<file path="src/rtl/fft_pkg.sv">
// fft_pkg: shared widths, twiddle constants and saturation helper for the FFT datapath
package fft_pkg;
  localparam int DW_DEF = 17;
  localparam int TW_DEF = 8;
  localparam int TAG_W_DEF = 4;
  typedef struct packed {
    logic signed [DW_DEF-1:0] re;
    logic signed [DW_DEF-1:0] im;
  } cplx_t;
  function automatic int twiddle_one(int tw);
    return 1 << (tw - 2);
  endfunction
  function automatic int round_half(int tw);
    return 1 << (tw - 3);
  endfunction
  // clamp a wide signed value to the w-bit signed range
  function automatic logic signed [63:0] sat(logic signed [63:0] v, int w);
    logic signed [63:0] hi;
    hi = (64'sd1 <<< (w - 1)) - 64'sd1;
    return v > hi ? hi : (v < -hi - 64'sd1 ? -hi - 64'sd1 : v);
  endfunction
endpackage

</file>
<file path="src/rtl/fft_bfly_r2_pipe_if.sv">
// fft_bfly_r2_pipe_if: stream handshake, operand/result buses and overflow control of one butterfly lane
interface fft_bfly_r2_pipe_if import fft_pkg::*; #(
  parameter int DW = DW_DEF,
  parameter int TW = TW_DEF,
  parameter int TAG_W = TAG_W_DEF
);
  logic in_valid, in_ready, inv, scale, out_valid, out_ready, ovf, ovf_clr;
  logic signed [DW-1:0] a_re, a_im, b_re, b_im, x_re, x_im, y_re, y_im;
  logic signed [TW-1:0] w_re, w_im;
  logic [TAG_W-1:0] tag_in, tag_out;
  modport master (
    output in_valid, a_re, a_im, b_re, b_im, w_re, w_im, inv, scale, tag_in, out_ready, ovf_clr,
    input  in_ready, out_valid, x_re, x_im, y_re, y_im, tag_out, ovf
  );
  modport slave (
    input  in_valid, a_re, a_im, b_re, b_im, w_re, w_im, inv, scale, tag_in, out_ready, ovf_clr,
    output in_ready, out_valid, x_re, x_im, y_re, y_im, tag_out, ovf
  );
endinterface

</file>
<file path="src/rtl/fft_cmul_pipe.sv">
// fft_cmul_pipe: two-stage enable-gated complex multiply B*W or B*conj(W) with half-up rounding and sideband
module fft_cmul_pipe import fft_pkg::*; #(
  parameter int DW = DW_DEF,
  parameter int TW = TW_DEF,
  parameter int SW = 1
) (
  input  logic                 clk,
  input  logic                 rst,
  input  logic                 en_i,
  input  logic                 vld_i,
  input  logic                 conj_i,
  input  logic signed [DW-1:0] b_re_i,
  input  logic signed [DW-1:0] b_im_i,
  input  logic signed [TW-1:0] w_re_i,
  input  logic signed [TW-1:0] w_im_i,
  input  logic [SW-1:0]        sb_i,
  output logic                 vld_o,
  output logic signed [DW:0]   p_re_o,
  output logic signed [DW:0]   p_im_o,
  output logic [SW-1:0]        sb_o
);
  localparam int PW = DW + TW;
  localparam int RND = round_half(TW);
  logic signed [TW-1:0] w_im_c;
  logic signed [PW-1:0] rr_q, ii_q, ri_q, ir_q;
  logic signed [DW:0] p_re_d, p_im_d, p_re_q, p_im_q;
  logic v1_q, v2_q;
  logic [SW-1:0] sb1_q, sb2_q;
  // |W| <= 1 keeps the rounded product inside DW+1 bits, so the top bits are dropped safely
  always_comb begin
    w_im_c = conj_i ? -w_im_i : w_im_i;
    p_re_d = (DW+1)'(((PW+1)'(rr_q) - (PW+1)'(ii_q) + (PW+1)'(RND)) >>> (TW - 2));
    p_im_d = (DW+1)'(((PW+1)'(ri_q) + (PW+1)'(ir_q) + (PW+1)'(RND)) >>> (TW - 2));
  end
  always_ff @(posedge clk) begin
    if (rst) begin
      v1_q <= 1'b0;
      v2_q <= 1'b0;
    end else if (en_i) begin
      v1_q <= vld_i;
      v2_q <= v1_q;
    end
    if (en_i) begin
      rr_q <= PW'(b_re_i) * PW'(w_re_i);
      ii_q <= PW'(b_im_i) * PW'(w_im_c);
      ri_q <= PW'(b_re_i) * PW'(w_im_c);
      ir_q <= PW'(b_im_i) * PW'(w_re_i);
      sb1_q <= sb_i;
      p_re_q <= p_re_d;
      p_im_q <= p_im_d;
      sb2_q <= sb1_q;
    end
  end
  assign vld_o = v2_q;
  assign p_re_o = p_re_q;
  assign p_im_o = p_im_q;
  assign sb_o = sb2_q;
endmodule

</file>
<file path="src/rtl/fft_bfly_r2_pipe.sv">
// fft_bfly_r2_pipe: pipelined radix-2 DIT butterfly lane (A +/- W*B) with scaling, saturation and sticky overflow
module fft_bfly_r2_pipe import fft_pkg::*; #(
  parameter int DW = DW_DEF,
  parameter int TW = TW_DEF,
  parameter int TAG_W = TAG_W_DEF
) (
  input logic               clk,
  input logic               rst,
  fft_bfly_r2_pipe_if.slave bus
);
  localparam int SW = 2 * DW + 1 + TAG_W;
  logic adv, v2, sc2, any_sat, out_valid_q, ovf_q;
  logic [SW-1:0] sb_in, sb2;
  logic signed [DW-1:0] a_re2, a_im2;
  logic [TAG_W-1:0] tag2, tag_q;
  logic signed [DW:0] p_re, p_im;
  logic signed [DW+1:0] s_re, s_im, d_re, d_im;
  logic signed [DW-1:0] x_re_d, x_im_d, y_re_d, y_im_d, x_re_q, x_im_q, y_re_q, y_im_q;
  assign sb_in = {bus.a_re, bus.a_im, bus.scale, bus.tag_in};
  assign {a_re2, a_im2, sc2, tag2} = sb2;
  fft_cmul_pipe #(.DW(DW), .TW(TW), .SW(SW)) u_cmul (
    .clk(clk), .rst(rst), .en_i(adv), .vld_i(bus.in_valid), .conj_i(bus.inv),
    .b_re_i(bus.b_re), .b_im_i(bus.b_im), .w_re_i(bus.w_re), .w_im_i(bus.w_im), .sb_i(sb_in),
    .vld_o(v2), .p_re_o(p_re), .p_im_o(p_im), .sb_o(sb2)
  );
  always_comb begin
    adv = bus.out_ready | ~out_valid_q;
    s_re = ((DW+2)'(a_re2) + (DW+2)'(p_re)) >>> sc2;
    s_im = ((DW+2)'(a_im2) + (DW+2)'(p_im)) >>> sc2;
    d_re = ((DW+2)'(a_re2) - (DW+2)'(p_re)) >>> sc2;
    d_im = ((DW+2)'(a_im2) - (DW+2)'(p_im)) >>> sc2;
    x_re_d = DW'(sat(64'(s_re), DW));
    x_im_d = DW'(sat(64'(s_im), DW));
    y_re_d = DW'(sat(64'(d_re), DW));
    y_im_d = DW'(sat(64'(d_im), DW));
    any_sat = (s_re != (DW+2)'(x_re_d)) | (s_im != (DW+2)'(x_im_d)) |
              (d_re != (DW+2)'(y_re_d)) | (d_im != (DW+2)'(y_im_d));
  end
  // ovf only sees samples actually loaded into the output register; set beats clear
  always_ff @(posedge clk) begin
    if (rst) begin
      out_valid_q <= 1'b0;
      ovf_q <= 1'b0;
      x_re_q <= '0;
      x_im_q <= '0;
      y_re_q <= '0;
      y_im_q <= '0;
      tag_q <= '0;
    end else begin
      if (adv) begin
        out_valid_q <= v2;
        x_re_q <= x_re_d;
        x_im_q <= x_im_d;
        y_re_q <= y_re_d;
        y_im_q <= y_im_d;
        tag_q <= tag2;
      end
      ovf_q <= (adv & v2 & any_sat) | (ovf_q & ~bus.ovf_clr);
    end
  end
  assign bus.in_ready = adv;
  assign bus.out_valid = out_valid_q;
  assign bus.x_re = x_re_q;
  assign bus.x_im = x_im_q;
  assign bus.y_re = y_re_q;
  assign bus.y_im = y_im_q;
  assign bus.tag_out = tag_q;
  assign bus.ovf = ovf_q;
endmodule

</file>
<file path="src/flat_wrapper.sv">
// flat-port wrapper written by rule: the top's interface ports become plain ports
module fft_bfly_r2_pipe_flat import fft_pkg::*;
#(
  parameter int DW = DW_DEF,
  parameter int TW = TW_DEF,
  parameter int TAG_W = TAG_W_DEF
)
  (clk, rst, bus_in_valid, bus_a_re, bus_a_im, bus_b_re, bus_b_im, bus_w_re, bus_w_im, bus_inv, bus_scale, bus_tag_in, bus_out_ready, bus_ovf_clr, bus_in_ready, bus_out_valid, bus_x_re, bus_x_im, bus_y_re, bus_y_im, bus_tag_out, bus_ovf);
  fft_bfly_r2_pipe_if #(.DW(DW), .TW(TW), .TAG_W(TAG_W)) bus_i ();
  input logic clk;
  input logic rst;
  input wire logic [$bits(bus_i.in_valid)-1:0] bus_in_valid;
  input wire logic [$bits(bus_i.a_re)-1:0] bus_a_re;
  input wire logic [$bits(bus_i.a_im)-1:0] bus_a_im;
  input wire logic [$bits(bus_i.b_re)-1:0] bus_b_re;
  input wire logic [$bits(bus_i.b_im)-1:0] bus_b_im;
  input wire logic [$bits(bus_i.w_re)-1:0] bus_w_re;
  input wire logic [$bits(bus_i.w_im)-1:0] bus_w_im;
  input wire logic [$bits(bus_i.inv)-1:0] bus_inv;
  input wire logic [$bits(bus_i.scale)-1:0] bus_scale;
  input wire logic [$bits(bus_i.tag_in)-1:0] bus_tag_in;
  input wire logic [$bits(bus_i.out_ready)-1:0] bus_out_ready;
  input wire logic [$bits(bus_i.ovf_clr)-1:0] bus_ovf_clr;
  output wire logic [$bits(bus_i.in_ready)-1:0] bus_in_ready;
  output wire logic [$bits(bus_i.out_valid)-1:0] bus_out_valid;
  output wire logic [$bits(bus_i.x_re)-1:0] bus_x_re;
  output wire logic [$bits(bus_i.x_im)-1:0] bus_x_im;
  output wire logic [$bits(bus_i.y_re)-1:0] bus_y_re;
  output wire logic [$bits(bus_i.y_im)-1:0] bus_y_im;
  output wire logic [$bits(bus_i.tag_out)-1:0] bus_tag_out;
  output wire logic [$bits(bus_i.ovf)-1:0] bus_ovf;
  assign bus_i.in_valid = bus_in_valid;
  assign bus_i.a_re = bus_a_re;
  assign bus_i.a_im = bus_a_im;
  assign bus_i.b_re = bus_b_re;
  assign bus_i.b_im = bus_b_im;
  assign bus_i.w_re = bus_w_re;
  assign bus_i.w_im = bus_w_im;
  assign bus_i.inv = bus_inv;
  assign bus_i.scale = bus_scale;
  assign bus_i.tag_in = bus_tag_in;
  assign bus_i.out_ready = bus_out_ready;
  assign bus_i.ovf_clr = bus_ovf_clr;
  assign bus_in_ready = bus_i.in_ready;
  assign bus_out_valid = bus_i.out_valid;
  assign bus_x_re = bus_i.x_re;
  assign bus_x_im = bus_i.x_im;
  assign bus_y_re = bus_i.y_re;
  assign bus_y_im = bus_i.y_im;
  assign bus_tag_out = bus_i.tag_out;
  assign bus_ovf = bus_i.ovf;
  fft_bfly_r2_pipe #(.DW(DW), .TW(TW), .TAG_W(TAG_W)) u_core (.clk(clk), .rst(rst), .bus(bus_i));
endmodule
</file>
<file path="config.mk">
export PLATFORM = sky130hd
export DESIGN_NAME = fft_bfly_r2_pipe_flat
export DESIGN_NICKNAME = d
export VERILOG_FILES = /design/src/rtl/fft_pkg.sv /design/src/rtl/fft_bfly_r2_pipe_if.sv /design/src/rtl/fft_cmul_pipe.sv /design/src/rtl/fft_bfly_r2_pipe.sv /design/src/flat_wrapper.sv
export SDC_FILE = /design/constraint.sdc
export NUM_CORES = 2
export LEC_CHECK = 0
export ABC_AREA = 0
export CAP_MARGIN = 10
export CELL_PAD_IN_SITES_DETAIL_PLACEMENT = 1
export CELL_PAD_IN_SITES_GLOBAL_PLACEMENT = 2
export CORE_ASPECT_RATIO = 0.75
export CORE_UTILIZATION = 37
export CTS_BUF_LIST = sky130_fd_sc_hd__clkbuf_2
export DETAILED_ROUTE_END_ITERATION = 12
export HOLD_SLACK_MARGIN = 0.15
export PLACE_DENSITY = 0.78
export SLEW_MARGIN = 20
export SYNTH_ARGS = -nofsm -noshare
export SYNTH_HDL_FRONTEND = slang
export SYNTH_HIERARCHICAL = 1
export SYNTH_SLANG_ARGS = --single-unit
</file>
<file path="constraint.sdc">
create_clock -name clk -period 15.9 [get_ports clk]
set_input_delay 4.77 -clock clk [delete_from_list [all_inputs] [get_ports clk]]
set_output_delay 4.77 -clock clk [all_outputs]
set_load 0.01 [all_outputs]
</file>
==> metrics.log <==
INFO  metric status = finished, final reports clean
INFO  metric power_switching = 4.00 mW
INFO  metric hold_ws = 0.408 ns
INFO  metric number_of_global_route_vias_before_repair = 26900
INFO  metric floorplan.initialDensity = 0.375
INFO  metric cap_viol_max_count = 0
INFO  metric global_route_wire_length_before_repair = 149 mm
INFO  metric cts_repair_resize_count = 0
INFO  metric area_taken_by_multi_input_logic_gates = 0.0236 sq mm
INFO  metric wl_per_cell = 17.9 um
INFO  metric complex_gate_fraction_of_the_synthesized_area = 0.103
INFO  metric vdd_ir_drop_max = 0.109 mV
INFO  metric routed_wire_length = 90.8 mm
INFO  metric power_frac_clock = 0.069
INFO  metric synth-adder-area-share = 0.372
INFO  metric place_worst_setup_slack = 4.21 ns
INFO  metric drt-pass1-iter-count = 5
INFO  metric hold_viol = 0
INFO  metric p_leak = 17.6 nW
INFO  metric timing.critical_path.to_type = output pin
INFO  metric critical_path.startpoint_type = input port
INFO  metric relSlewSlack = 0.197
INFO  metric max_freq = 0.0869 GHz
INFO  metric mostFrequentLayoutCells = inv_1 (672), fa_1 (428), ha_1 (339)
INFO  metric ioPinCount = 170
INFO  metric postRouteAntennaNets = 0
INFO  metric dp.final_hpwl = 69.8 mm
INFO  metric core_area = 0.0919 sq mm
INFO  metric grt.total_usage = 0.199
INFO  metric max-clock-path-buffers = 3
INFO  metric post_drt_via_cell_ratio = 4.90
INFO  metric max_slew_violation_total_from_the_final_report = 0
INFO  metric share_comb_of_total_power = 0.744
INFO  metric synth_edf_count = 210
INFO  metric pwr-share-seq = 0.187
INFO  metric setup_violations = 0
INFO  metric num_vias = 24900
INFO  metric cts_inserted_buffers = 81
INFO  metric post_dp_cell_area = 0.0374 sq mm
INFO  metric synth-seq-cells = 286
INFO  metric die_height = 266 um
INFO  metric placement.io_buffers = 169
INFO  metric die_area = 0.0944 sq mm
INFO  metric final_nets = 4647
INFO  metric path_clk_slew = 0.12 ns
INFO  metric layout_setup_ws = 4.39 ns
INFO  metric combinational_family_with_the_most_area_after_synthesis = adder cells
INFO  metric worstHoldPathType = reg -> reg
INFO  metric main_synth_ff_type = edfxtp_1
INFO  metric numClockSinks = 286
INFO  metric timing.critical_path.fanout_max = 111
INFO  metric die_w = 354 um
INFO  metric synthesis.yosys.warnings = 6
INFO  metric drt_first_iter_violations = 992
INFO  metric area.growth.synth_to_final = 10.7%
INFO  metric synth_cell_type_count = 85
INFO  metric holdBufCountCts = 0
INFO  metric yosys.area_share.xor_xnor = 0.0480
INFO  metric number_of_fill_cells_in_the_layout = 10700
INFO  metric worst_slew_pin_tran = 1.20 ns
INFO  metric grt_antenna_before_repair = 4
INFO  metric gp_congestion = 0.803
INFO  metric data_arrival_at_the_endpoint_of_the_critical_path = 6.74 ns
INFO  metric htreeDepth = 3
INFO  metric cts_tree = yes
INFO  metric finalSetupTns = 0 ns
INFO  metric post_synth_and_or_nand_nor_area_fraction = 0.156
INFO  metric async_reset_ff_frac = 0
INFO  metric root_buffer = clkbuf_2
INFO  metric power.internal = 4.12 mW
INFO  metric synth.avg_cell_area = 9.46 sq um
INFO  metric layout.cells.most_common = inv_1
INFO  metric synth_fp_nets = 4507
INFO  metric synth.mux.area_fraction = 0.00414
INFO  metric finalWorstPathRequiredPeriod = 11.51 ns
INFO  metric mappedNetlistArea = 0.0345 sq mm
INFO  metric grt_remaining_overflow = 0
INFO  metric clock-skew-final = 0.105 ns
INFO  metric worstPathRequired = 11.13 ns
INFO  metric drc_viols = 0
INFO  metric design_area = 0.0382 sq mm
INFO  metric power_per_unit_of_standard_cell_area = 213 mW/mm^2
INFO  metric grt_start_max_net_pins = 179
INFO  metric synth_cells = 3645
INFO  metric clk_latency = 1.04 ns
INFO  metric netSwitchingFraction = 0.493
INFO  metric cts_setup_buffers = 0
INFO  metric rsz0062_at_grt = false
INFO  metric post_route_cells_drive_above_1_share = 0.0567
INFO  metric register_area = 0.00783 sq mm
INFO  metric final_core_util = 0.415
INFO  metric synth_seq_area_share = 0.227
INFO  metric setup.worst_path.class = in -> out
INFO  metric core.rowCount = 96
INFO  metric layout_worst_path_cycle_share = 0.724
==> kinds of logic (layout without fill, tap and decap cells) <==
| family | Yosys count | count (layout) |
|---|---|---|
| simple gates | 1057 | 1057 |
| buf+inv | 817 | 1020 |
| fa+ha+maj | 767 | 767 |
| compound gates | 515 | 515 |
| flops | 286 | 286 |
| xor+xnor | 189 | 189 |
| mux | 14 | 14 |
| other cells | 0 | 2 |
==> registers in the layout, indices dropped and copies added, names as in the netlist <==
name	count
u_core/u_cmul/rr_q	24
u_core/u_cmul/p_re_o	18
u_core/u_cmul/sb_o	39
u_core/u_cmul/sb1_q	39
u_core/bus.out_valid	1
u_core/bus.ovf	1
u_core/bus.x_re	17
u_core/bus.y_re	17
u_core/u_cmul/ir_q	24
u_core/bus.y_im	17
u_core/u_cmul/vld_o	1
u_core/u_cmul/ii_q	24
u_core/u_cmul/v1_q	1
u_core/bus.tag_out	4
u_core/u_cmul/p_im_o	18
u_core/bus.x_im	17
u_core/u_cmul/ri_q	24
==> metrics by stage <==
| stage | power, mW | cells |
|---|---|---|
| after CTS | 8.23 | 5073 |
| after floorplan | 5.86 | 3645 |
| after global placement | 7.47 | 4927 |
| final | 8.12 | 5075 |
| after global routing | 9.02 | 5074 |
| after detailed placement | 7.60 | 4927 |
==> layout make-up <==
class	count	area share
well taps	1225	0.0402
repair buffers	200	0.0506
diodes	2	0.000131
clock inverters	28	0.00384
clock buffers	118	0.0155
multi-input cells	2542	0.618
flip-flops and latches	286	0.205
inverters	674	0.0665
==> power groups by stage <==
stage | Sequential, mW | Combinational, mW | Clock [mW]
finish | 1.52 | 6.04 | 0.564
CTS | 1.52 | 6.10 | 0.604
detailed placement | 1.54 | 6.06 | 0
global placement | 1.53 | 5.95 | 0
floorplan | 1.50 | 4.36 | 0
global route | 1.55 | 6.85 | 0.634
==> worst max-delay path, cell delays in order <==
cell	delay, ns
clkdlybuf4s50_1	0.47
nor2b_2	0.04
buf_4	0.21
inv_8	0.54
clkdlybuf4s50_1	0.66
==> synth_stat cells, types with 5 or more instances <==
master     instances  area [sq um]
o2111ai_1          6          52.6
fa_1             428          8570
nand4_1            6          37.5
buf_2             14          70.1
nand2_1          256           961
o31a_1             8          70.1
nand2b_1          63           394
and3_1            13          81.3
o21a_1            30           225
o21ai_1            8          40.0
xor2_1            46           403
ha_1             339          4240
o211ai_1          42           315
mux2i_1           12           120
a31o_2             5          43.8
a211oi_1          75           563
a31oi_1           13          81.3
o21bai_1          12          90.1
nor2_1           212           796
or2_2             23           144
and2_1           320          2000
nand3_1           26           130
o22ai_1            7          43.8
xnor2_1          143          1250
inv_1            674          2530
or3_1             16           100
a311oi_1           8          70.1
o21ai_0           67           335
clkbuf_1         120           450
a21oi_1          124           621
buf_1              5          18.8
nor2b_1           63           394
edfxtp_1         210          6310
a21o_1            33           248
dfxtp_1           76          1520
o31ai_1           16           120
nor3_1            39           195
==> final timing paths <==
kind,startpoint,to,slack (ns),cells past startpoint
max,bus_out_ready,bus_in_ready,4.39,5
min,u_core/u_cmul/sb1_q[10],u_core/u_cmul/sb_o[10],0.41,0
max reg2reg,u_core/u_cmul/p_re_o[4],u_core/bus.x_re[4],11.57,11
min reg2reg,u_core/u_cmul/sb1_q[10],u_core/u_cmul/sb_o[10],0.41,0
==> per-layer routing <==
layer  vias to the layer above  track usage  part of all wire
li1                      12000            -                 -
met2                       353        0.312              0.44
met5                         -            0           0.00019
met3                        79       0.0260             0.033
met4                         4       0.0405             0.016
met1                     12400        0.294              0.51
No activity file was read; power rests on OpenSTA's default activity.
